**config.mk**
```make
export PLATFORM = sky130hd
export DESIGN_NAME = sm_cfg_loader
export DESIGN_NICKNAME = d
export VERILOG_FILES = /design/src/rtl/sm_cfg_loader.sv
export SDC_FILE = /design/constraint.sdc
export NUM_CORES = 1
export LEC_CHECK = 0
export ABC_AREA = 1
export BUFFER_PORTS_ARGS = -buffer_cell sky130_fd_sc_hd__buf_2
export CAP_MARGIN = 20
export CORE_MARGIN = 10
export CORE_UTILIZATION = 40
export DETAILED_ROUTE_END_ITERATION = 7
export PLACE_DENSITY_LB_ADDON = 0.3
export SYNTH_ARGS = -nofsm -noshare
export SYNTH_HDL_FRONTEND = slang
export SYNTH_SLANG_ARGS = --single-unit
export TNS_END_PERCENT = 1
```
**constraint.sdc**
```tcl
create_clock -name clk -period 9.76 [get_ports clk]
set_input_delay 1.952 -clock clk [delete_from_list [all_inputs] [get_ports clk]]
set_output_delay 1.952 -clock clk [all_outputs]
set_load 0.01 [all_outputs]
```
**src/rtl/sm_cfg_loader.sv**
```systemverilog
// sm_cfg_loader: serial configuration loader for the 5x5x4x4 switch matrix.
// Shifts a 108-bit frame into a shadow store, checks all 18 route words in
// order, and either commits the frame atomically to cfg_bus or reports the
// first illegal entry while leaving the live routing untouched.
//
// Ports:
//   clk, rst            clock, asynchronous active-high reset
//   cfg_start           begin/restart a frame load (wins over a same-cycle bit)
//   cfg_bit, cfg_valid  serial data and qualifier (accepted with cfg_ready)
//   cfg_ready           high only while shifting
//   busy                loader not idle
//   cfg_done            one-cycle pulse on commit
//   cfg_active          sticky: some frame has been committed
//   cfg_err             last frame rejected (cleared by cfg_start)
//   err_code, err_entry 1=bad side, 2=index out of range, 3=self-loop; entry no.
//   cfg_bus             live routing, entry e at [6e+5:6e]
module sm_cfg_loader #(
  parameter int unsigned N_TB = 5,
  parameter int unsigned N_LR = 4,
  parameter int unsigned W    = 6
) (
  input  logic                         clk,
  input  logic                         rst,
  input  logic                         cfg_start,
  input  logic                         cfg_bit,
  input  logic                         cfg_valid,
  output logic                         cfg_ready,
  output logic                         busy,
  output logic                         cfg_done,
  output logic                         cfg_active,
  output logic                         cfg_err,
  output logic [1:0]                   err_code,
  output logic [4:0]                   err_entry,
  output logic [(2*N_TB+2*N_LR)*W-1:0] cfg_bus
);

  localparam int unsigned N_ENT = 2*N_TB + 2*N_LR;
  localparam int unsigned BUS_W = N_ENT * W;
  localparam int unsigned IW    = $clog2(BUS_W);
  localparam int unsigned EW    = 5;
  localparam int unsigned PW    = 3;

  typedef enum logic [2:0] {
    S_IDLE,
    S_SHIFT,
    S_CHECK,
    S_COMMIT,
    S_ERROR
  } state_t;

  state_t           state;
  state_t           state_nxt;

  logic [BUS_W-1:0] shadow;
  logic [EW-1:0]    ent_cnt;
  logic [PW-1:0]    pos_cnt;
  logic [EW-1:0]    chk_cnt;
  logic             v_vld;
  logic [1:0]       v_code;
  logic [EW-1:0]    v_entry;

  logic             accept_c;
  logic             last_bit_c;
  logic [IW-1:0]    wr_idx_c;
  logic [IW-1:0]    chk_base_c;
  logic [W-1:0]     chk_word_c;
  logic [2:0]       sel_c;
  logic [2:0]       idx_c;
  logic [EW-1:0]    src_c;
  logic [1:0]       code_c;

  // Serial write position: entry-major, MSB of each word first
  always_comb begin
    accept_c   = (state == S_SHIFT) && cfg_valid && !cfg_start;
    last_bit_c = accept_c && (ent_cnt == EW'(N_ENT-1)) && (pos_cnt == PW'(W-1));
    wr_idx_c   = IW'(ent_cnt) * IW'(W) + IW'(W-1) - IW'(pos_cnt);
  end

  // Legality of the entry selected by chk_cnt
  always_comb begin
    chk_base_c = IW'(chk_cnt) * IW'(W);
    chk_word_c = shadow[chk_base_c +: W];
    sel_c      = chk_word_c[2:0];
    idx_c      = chk_word_c[5:3];
    src_c      = '0;
    code_c     = 2'd0;
    case (sel_c)
      3'd1:    src_c = EW'(idx_c);
      3'd2:    src_c = EW'(idx_c) + EW'(2*N_TB+N_LR);
      3'd3:    src_c = EW'(idx_c) + EW'(N_TB);
      3'd4:    src_c = EW'(idx_c) + EW'(2*N_TB);
      default: src_c = '0;
    endcase
    if (sel_c > 3'd4) begin
      code_c = 2'd1;
    end else if (((sel_c == 3'd1) || (sel_c == 3'd3)) && (idx_c >= 3'(N_TB))) begin
      code_c = 2'd2;
    end else if (((sel_c == 3'd2) || (sel_c == 3'd4)) && (idx_c >= 3'(N_LR))) begin
      code_c = 2'd2;
    end else if ((sel_c != 3'd0) && (src_c == chk_cnt)) begin
      code_c = 2'd3;
    end
  end

  // State register
  always_ff @(posedge clk or posedge rst) begin
    if (rst) begin
      state <= S_IDLE;
    end else begin
      state <= state_nxt;
    end
  end

  // Next-state logic; checking decides on the registered verdict (v_*)
  always_comb begin
    state_nxt = state;
    if (cfg_start) begin
      state_nxt = S_SHIFT;
    end else begin
      case (state)
        S_IDLE:   state_nxt = S_IDLE;
        S_SHIFT:  if (last_bit_c) state_nxt = S_CHECK;
        S_CHECK: begin
          if (v_vld && (v_code != 2'd0)) begin
            state_nxt = S_ERROR;
          end else if (v_vld && (v_entry == EW'(N_ENT-1))) begin
            state_nxt = S_COMMIT;
          end
        end
        S_COMMIT: state_nxt = S_IDLE;
        S_ERROR:  state_nxt = S_IDLE;
        default:  state_nxt = S_IDLE;
      endcase
    end
  end

  // Datapath and registered outputs
  always_ff @(posedge clk or posedge rst) begin
    if (rst) begin
      shadow     <= '0;
      ent_cnt    <= '0;
      pos_cnt    <= '0;
      chk_cnt    <= '0;
      v_vld      <= 1'b0;
      v_code     <= 2'd0;
      v_entry    <= '0;
      cfg_ready  <= 1'b0;
      busy       <= 1'b0;
      cfg_done   <= 1'b0;
      cfg_active <= 1'b0;
      cfg_err    <= 1'b0;
      err_code   <= 2'd0;
      err_entry  <= '0;
      cfg_bus    <= '0;
    end else begin
      cfg_ready <= (state_nxt == S_SHIFT);
      busy      <= (state_nxt != S_IDLE);
      cfg_done  <= 1'b0;
      if (cfg_start) begin
        shadow    <= '0;
        ent_cnt   <= '0;
        pos_cnt   <= '0;
        chk_cnt   <= '0;
        v_vld     <= 1'b0;
        cfg_err   <= 1'b0;
        err_code  <= 2'd0;
        err_entry <= '0;
      end else begin
        case (state)
          S_SHIFT: begin
            if (accept_c) begin
              shadow[wr_idx_c] <= cfg_bit;
              if (last_bit_c) begin
                ent_cnt <= '0;
                pos_cnt <= '0;
                chk_cnt <= '0;
                v_vld   <= 1'b0;
              end else if (pos_cnt == PW'(W-1)) begin
                pos_cnt <= '0;
                ent_cnt <= ent_cnt + EW'(1);
              end else begin
                pos_cnt <= pos_cnt + PW'(1);
              end
            end
          end
          S_CHECK: begin
            if (chk_cnt < EW'(N_ENT)) begin
              v_vld   <= 1'b1;
              v_code  <= code_c;
              v_entry <= chk_cnt;
              chk_cnt <= chk_cnt + EW'(1);
            end
            if (state_nxt == S_ERROR) begin
              err_code  <= v_code;
              err_entry <= v_entry;
            end
          end
          S_COMMIT: begin
            cfg_bus    <= shadow;
            cfg_done   <= 1'b1;
            cfg_active <= 1'b1;
          end
          S_ERROR: cfg_err <= 1'b1;
          default: ;
        endcase
      end
    end
  end

endmodule

```
# Word-level counts from Yosys, hierarchy flattened
# Cells that the tools add are included.
# Widths: inputs -> output; s select.
dict set report totals {
  output_inout_bits 120
  regBits 252
  input_bits 5
}
dict set report op_classes {
  n_bitwise 1
  n_eq_ne 17
  addsub 8
  n_mul 2
  reduce_logical 29
  shift 1
  muxes 46
  order_cmp 6
}
# op n
set ops {}
lappend ops {{$mux 108} 3}
lappend ops {{$bwmux 108} 1}
lappend ops {{$shiftx 108x8->6} 1}
lappend ops {{$mux 5} 12}
lappend ops {{$mux 3} 9}
lappend ops {{$pmux 5 s4} 1}
lappend ops {{$mux 2} 7}
lappend ops {{$eq 3x2->1 const B} 4}
lappend ops {{$eq 3x3->1 const B} 4}
lappend ops {{$mul 5x2->6 const B} 2}
lappend ops {{$reduce_bool 2->1} 6}
lappend ops {{$reduce_bool 3->1} 4}
lappend ops {{$add 3x4->5 const B} 2}
lappend ops {{$add 5x1->5 const B} 2}
lappend ops {{$eq 5x5->1 const B} 2}
lappend ops {{$logic_and 1x1->1} 10}
lappend ops {{$pmux 5 s2} 1}
lappend ops {{$eq 3x1->1 const B} 3}
lappend ops {{$mux 1} 9}
lappend ops {{$ne 3x3->1 const B} 3}
lappend ops {{$lt 7x8->1 const B} 1}
lappend ops {{$add 7x3->7 const B} 1}
lappend ops {{$demux 1 s7} 1}
lappend ops {{$ge 7x1->1 const B} 1}
lappend ops {{15 further kinds} 20}

# Longest topological paths before layout
dict set report logic_depth {
  ltp_word 12
  depth_mapped 28
  depth_no_buf 28
}

# Least setup slack after synthesis
# Ideal clock, no wire load.
dict set report synth_timing {
  path_kind {register to register}
  startpoint {register ent_cnt[1]}
  endpoint {register shadow[74]}
  stages_incl_launch_ff 19
  setup_time_ns 0.135
  synth_period_minus_slack_ns 3.350
  n_path_buf 0
  setup_slack_ns 6.410
  t_arrival_ns 3.215
  required_time_ns 9.625
  path_cell_list {dfrtp_1 -> inv_1 -> ha_1 -> ha_1 -> inv_1 -> ha_1 -> inv_1 -> fa_1 -> or2_1 -> nand2_1 -> a21oi_1 -> xor2_1 -> xnor2_1 -> xor2_1 -> nand2_2 -> nor2_4 -> nand2_1 -> o21ai_0 -> o22ai_1}
}
dict set report synth_via {
  elab_chain_cells 11
  word_cells_on_any_way 12
  cone_classes {2 x add/sub; 1 x mul; 2 x order compare; 6 x mux; 1 x reduce/logical}
}
# element line_no
set synth_rtl {}
lappend synth_rtl {{from (decl)} 55} ;# logic [EW-1:0] ent_cnt;
lappend synth_rtl {{from (signal assigned)} 180} ;# ent_cnt <= ent_cnt + EW'(1);
lappend synth_rtl {{$mul 5x2->6 *} 76} ;# wr_idx_c = IW'(ent_cnt) * IW'(W) + IW'(W-1) - IW'(pos_cnt);
lappend synth_rtl {{$add 7x3->7 *} 76}
lappend synth_rtl {{$sub 7x3->7 *} 76}
lappend synth_rtl {{$lt 7x8->1 (not written as such) / $ge 7x1->1 (equally long branches)} 172} ;# shadow[wr_idx_c] <= cfg_bit;
lappend synth_rtl {{$logic_and 1x1->1 (not written as such)} 172}
lappend synth_rtl {{$mux 1 (not written as such)} 172}
lappend synth_rtl {{$demux 1 s7 *} 172}
lappend synth_rtl {{$bwmux 108 *} 172}
lappend synth_rtl {{$mux 108 *} 171} ;# if (accept_c) begin
lappend synth_rtl {{$mux 108 *} 169} ;# case (state)
lappend synth_rtl {{$mux 108 *} 159} ;# if (cfg_start) begin
lappend synth_rtl {{to (signal, indexed assignment)} 172}
lappend synth_rtl {{to (decl)} 54} ;# logic [BUS_W-1:0] shadow;
# Mark *: on every way between the ends. The rest lies on a longest branch, timed or not. The select of a mux whose other input is x is not followed.
# A chain may end at the register's enable or synchronous reset.

# Worst setup path after layout
dict set report layout_timing {
  startpoint {register chk_cnt[0]}
  endpoint {register v_code[0]}
}
dict set report layout_via {
  elab_chain_cells 10
  word_cells_on_any_way 26
  cone_classes {3 x add/sub; 1 x mul; 4 x order compare; 5 x eq/ne; 1 x shift; 5 x mux; 7 x reduce/logical}
}
# element line_no
set layout_rtl {}
lappend layout_rtl {{from (decl)} 57} ;# logic [EW-1:0] chk_cnt;
lappend layout_rtl {{from (signal assigned)} 191} ;# chk_cnt <= chk_cnt + EW'(1);
lappend layout_rtl {{$mul 5x2->6} 81} ;# chk_base_c = IW'(chk_cnt) * IW'(W);
lappend layout_rtl {{$shiftx 108x8->6} 82} ;# chk_word_c = shadow[chk_base_c +: W];
lappend layout_rtl {{$add 3x4->5, or another cell as far along} 91} ;# 3'd4: src_c = EW'(idx_c) + EW'(2*N_TB);
lappend layout_rtl {{$pmux 5 s4} 87} ;# case (sel_c)
lappend layout_rtl {{$eq 5x5->1} 100} ;# end else if ((sel_c != 3'd0) && (src_c == chk_cnt)) begin
lappend layout_rtl {{$logic_and 1x1->1} 100}
lappend layout_rtl {{$mux 2} 100}
lappend layout_rtl {{$mux 2} 98} ;# end else if (((sel_c == 3'd2) || (sel_c == 3'd4)) && (idx_c >= 3'(N_LR))) begin
lappend layout_rtl {{$mux 2} 96} ;# end else if (((sel_c == 3'd1) || (sel_c == 3'd3)) && (idx_c >= 3'(N_TB))) begin
lappend layout_rtl {{$mux 2} 94} ;# if (sel_c > 3'd4) begin
lappend layout_rtl {{to (signal assigned)} 189} ;# v_code <= code_c;
lappend layout_rtl {{to (decl)} 59} ;# logic [1:0] v_code;
# Several ways; a longest one is shown, not always the timed one.

==> results.yml <==
cells_and_area:
  fin_util_pct: 45.8
  num_antenna_cells: 0
  nets: 1979
  syn2layout_area_growth_pct: 12.8
  drive_gt1_share_pct: 13.0
placed_design:
  hpwlAfterDp_mm: 32.1
  finalWeightedCongestion: 0.929
  port_buffers: 124
timing:
  setup_viol: 0
  worst_slew_pin_slew_ps: 1140
  hold_violations: 0
  fin_crit_sh_pct: 50.8
  setup-tns-final_ps: 0
  max_freq_mhz: 202
  slew_viol_final: 0
  grt_setup_unrepaired: "no"
  min_period_ps: 4960
  clock_skew_ps: 14.1
  maxSlewHeadroom_pct: 23.4
worst_setup_path:
  path_buf_inv: 3
  crit_slowest_cell: "dfrtp_4"
  worstPathRequired_ps: 10230
  cp-end-kind: "flip-flop"
  worst_path_largest_cell_delay_ps: 730
  cp_top_family: "simple AND/OR/NAND/NOR gates"
  crit_type: "flip-flop to flip-flop"
  startpoint_type: "flip-flop"
  arrival_ps: 5430
  crit_fanout: 71
  crit_chain: "ha_2 > buf_4 > inv_2 > buf_12 > nor2_2 > nand3_1 > nand2_1 > nor2_1 > nand2_1 > nand3_1 > nand2_1 > nand2_1 > nand2_2 > nand3_1 > fa_1 > nand3_1 > nand3_1 > nand3_1 > nor2_1 > nand3_1 > a21oi_1"
  crit_top_cell: "nand3_1"
synth:
  synth_top_area_share_pct: 44.8
  mappedNetlistNets: 1912
  async_reset_ff_share_pct: 100
  yosysWarnings: 0
  yosysTopAreaCell: "dfrtp_1"
  avgSynthCellArea_um2: 7.47
  synth_most_common_cell: "nand2_1"
  synth.area.top_cells: "dfrtp_1, nand2_1, o21ai_0"
  synth-main-ff-cell: "dfrtp_1"
  synth-seq-cells: 252
  synthCells: 1883
  synth_edf_count: 0
  yosysSeqAreaShare_pct: 44.8
  syn_area_um2: 14100
  synth_commonest_cells: "nand2_1, dfrtp_1, o21ai_0"
  synth.distinct_cells: 48
clocking:
  ctsResizeCount: 0
  clkLatencyLatePin_ps: 570
  clk_pin_slew_ps: 60
  hold_buffers: 0
  clockBufferDepth: 3
  cts_tree: "done"
  htree_num_levels: 1
  cts_sinks: 252
  post_cts_buffers: 0
  cts_buffers: 29
  cts.root.buffer_cell: "clkbuf_16"
flow_run:
  drv_cap: 0
grt:
  grt_pass1_wl_mm: 73.9
  antenna_found_initial: 0
  grt-ovfl-total: 0
  grt_max_degree: 123
  first_global_vias: 12700
  globalRouteTotalUtil_pct: 21.0
routing:
  drc: 0
  routedWlPerCell_um: 19.3
  routed_wl_mm: 46.8
  dr.pass1.iters: 6
  vias: 13200
  antenna_left: 0
  drt_iter0_drc: 1374
  avgViaCountPerCell: 5.46
floorplan:
  die_h_um: 208
  start_util_pct: 40.6
  fp.dieW_um: 208
  fp.coreArea_um2: 34600
  dieArea_um2: 43100
  io-pin-count: 125
  fp-row-count: 68
run_status:
  status: "completed"
power_and_ir_drop:
  power.density_nw_per_um2: 145
  vdd_drop_max_v: 0.000128
  p_leak_nw: 7.39
hold_path:
  hold_path_class: "flip-flop to flip-flop"
where the power goes:
part           internal [mW]  switching, mW  total, mW
Combinational         0.0236          0.107      0.130
Sequential              1.05        0.00366       1.05
Clock                  0.663          0.457       1.12
Total                   1.73          0.567       2.30
kinds of logic (layout without fill, tap and decap cells):
group | Yosys count | count (layout) | share of synthesized area [%]
XOR/XNOR | 11 | 11 | 0.685
AO/OA/AOI/OAI | 395 | 395 | 15.3
flip-flops | 252 | 252 | 44.8
buffers and inverters | 260 | 346 | 8.22
AND/OR/NAND/NOR | 941 | 941 | 28.7
adder cells (fa/ha/maj) | 24 | 24 | 2.35
worst reg2reg max path, stage by stage, from the launching register on:
cell and delay [ps]:
dfrtp_4 730, ha_2 450, buf_4 540, inv_2 330, buf_12 270, nor2_2 520
nand3_1 150, nand2_1 90, nor2_1 40, nand2_1 60, nand3_1 90, nand2_1 90
nand2_1 70, nand2_2 130, nand3_1 140, fa_1 530, nand3_1 90, nand3_1 90
nand3_1 80, nor2_1 130, nand3_1 100, a21oi_1 140
final timing paths:
kind,startpoint,to,slack [ps],cells past startpoint
max,chk_cnt[0]$_DFFE_PP0P_,v_code[0]$_DFFE_PP0P_,4800,21
min,cfg_active$_DFFE_PP0P_,cfg_active$_DFFE_PP0P_,470,1
max reg2reg,chk_cnt[0]$_DFFE_PP0P_,v_code[0]$_DFFE_PP0P_,4800,21
min reg2reg,cfg_active$_DFFE_PP0P_,cfg_active$_DFFE_PP0P_,470,1
max in group asynchronous,rst,cfg_bus[81]$_DFFE_PP0P_,6730,3
min in group asynchronous,rst,cfg_bus[48]$_DFFE_PP0P_,1560,2
cell usage in the layout (no fill, tap or decap), types with 6 or more instances in the layout:
cell / instances
a21oi_1: 56
buf_2: 124
buf_4: 15
clkbuf_16: 29
clkinv_2: 7
dfrtp_1: 251
ha_1: 19
inv_1: 141
inv_2: 6
nand2_1: 606
nand2_2: 11
nand3_1: 205
nand4_1: 6
nor2_1: 65
nor2_2: 8
nor2_4: 12
nor3_1: 8
o211ai_1: 11
o21ai_0: 218
o21ai_1: 37
o22ai_1: 54
xor2_1: 8
metal layers:
layer | track usage, % | routed length, um | part of all wire (%) | vias to the layer above
met1 | 29.2 | 21100 | 45 | 6317
met5 | 0 | 0 | 0 | -
li1 | - | - | - | 6338
met2 | 33.2 | 21200 | 45 | 509
met3 | 3.08 | 3380 | 7.2 | 73
met4 | 5.82 | 1120 | 2.4 | 0
metrics by stage:
| stage | setup slack, ps | std cells | hold WS (ps) | power (mW) | instance area (um^2) |
|---|---|---|---|---|---|
| after detailed placement | 4660 | 2371 | 463 | 1.20 | 14800 |
| after global routing | 4510 | 2424 | 493 | 2.38 | 15900 |
| after floorplan | 880 | 1883 | 449 | 1.15 | 14100 |
| after CTS | 4650 | 2421 | 479 | 2.32 | 15800 |
| after global placement | 4780 | 2370 | 458 | 1.20 | 14800 |
| final | 4800 | 2424 | 473 | 2.30 | 15900 |
sequential cells by signal (all words and copies together), names as in the netlist:
| register | count |
|---|---|
| ent_cnt | 5 |
| pos_cnt | 3 |
| busy | 1 |
| shadow | 108 |
| v_code | 2 |
| cfg_err | 1 |
| err_entry | 5 |
| chk_cnt | 5 |
| v_entry | 5 |
| v_vld | 1 |
| cfg_bus | 108 |
| cfg_active | 1 |
| state | 3 |
| cfg_ready | 1 |
| cfg_done | 1 |
| err_code | 2 |
layout make-up:
cell class / instances / area [um^2]
clock buffer: 34 / 764
clock inverter: 16 / 196
fill: 3498 / 18800
inverter: 153 / 588
multi-input combinational: 1371 / 6640
sequential: 252 / 6310
tap: 455 / 569
timing repair buffer: 143 / 803
Note: power is estimated with default switching activity, not from simulation.
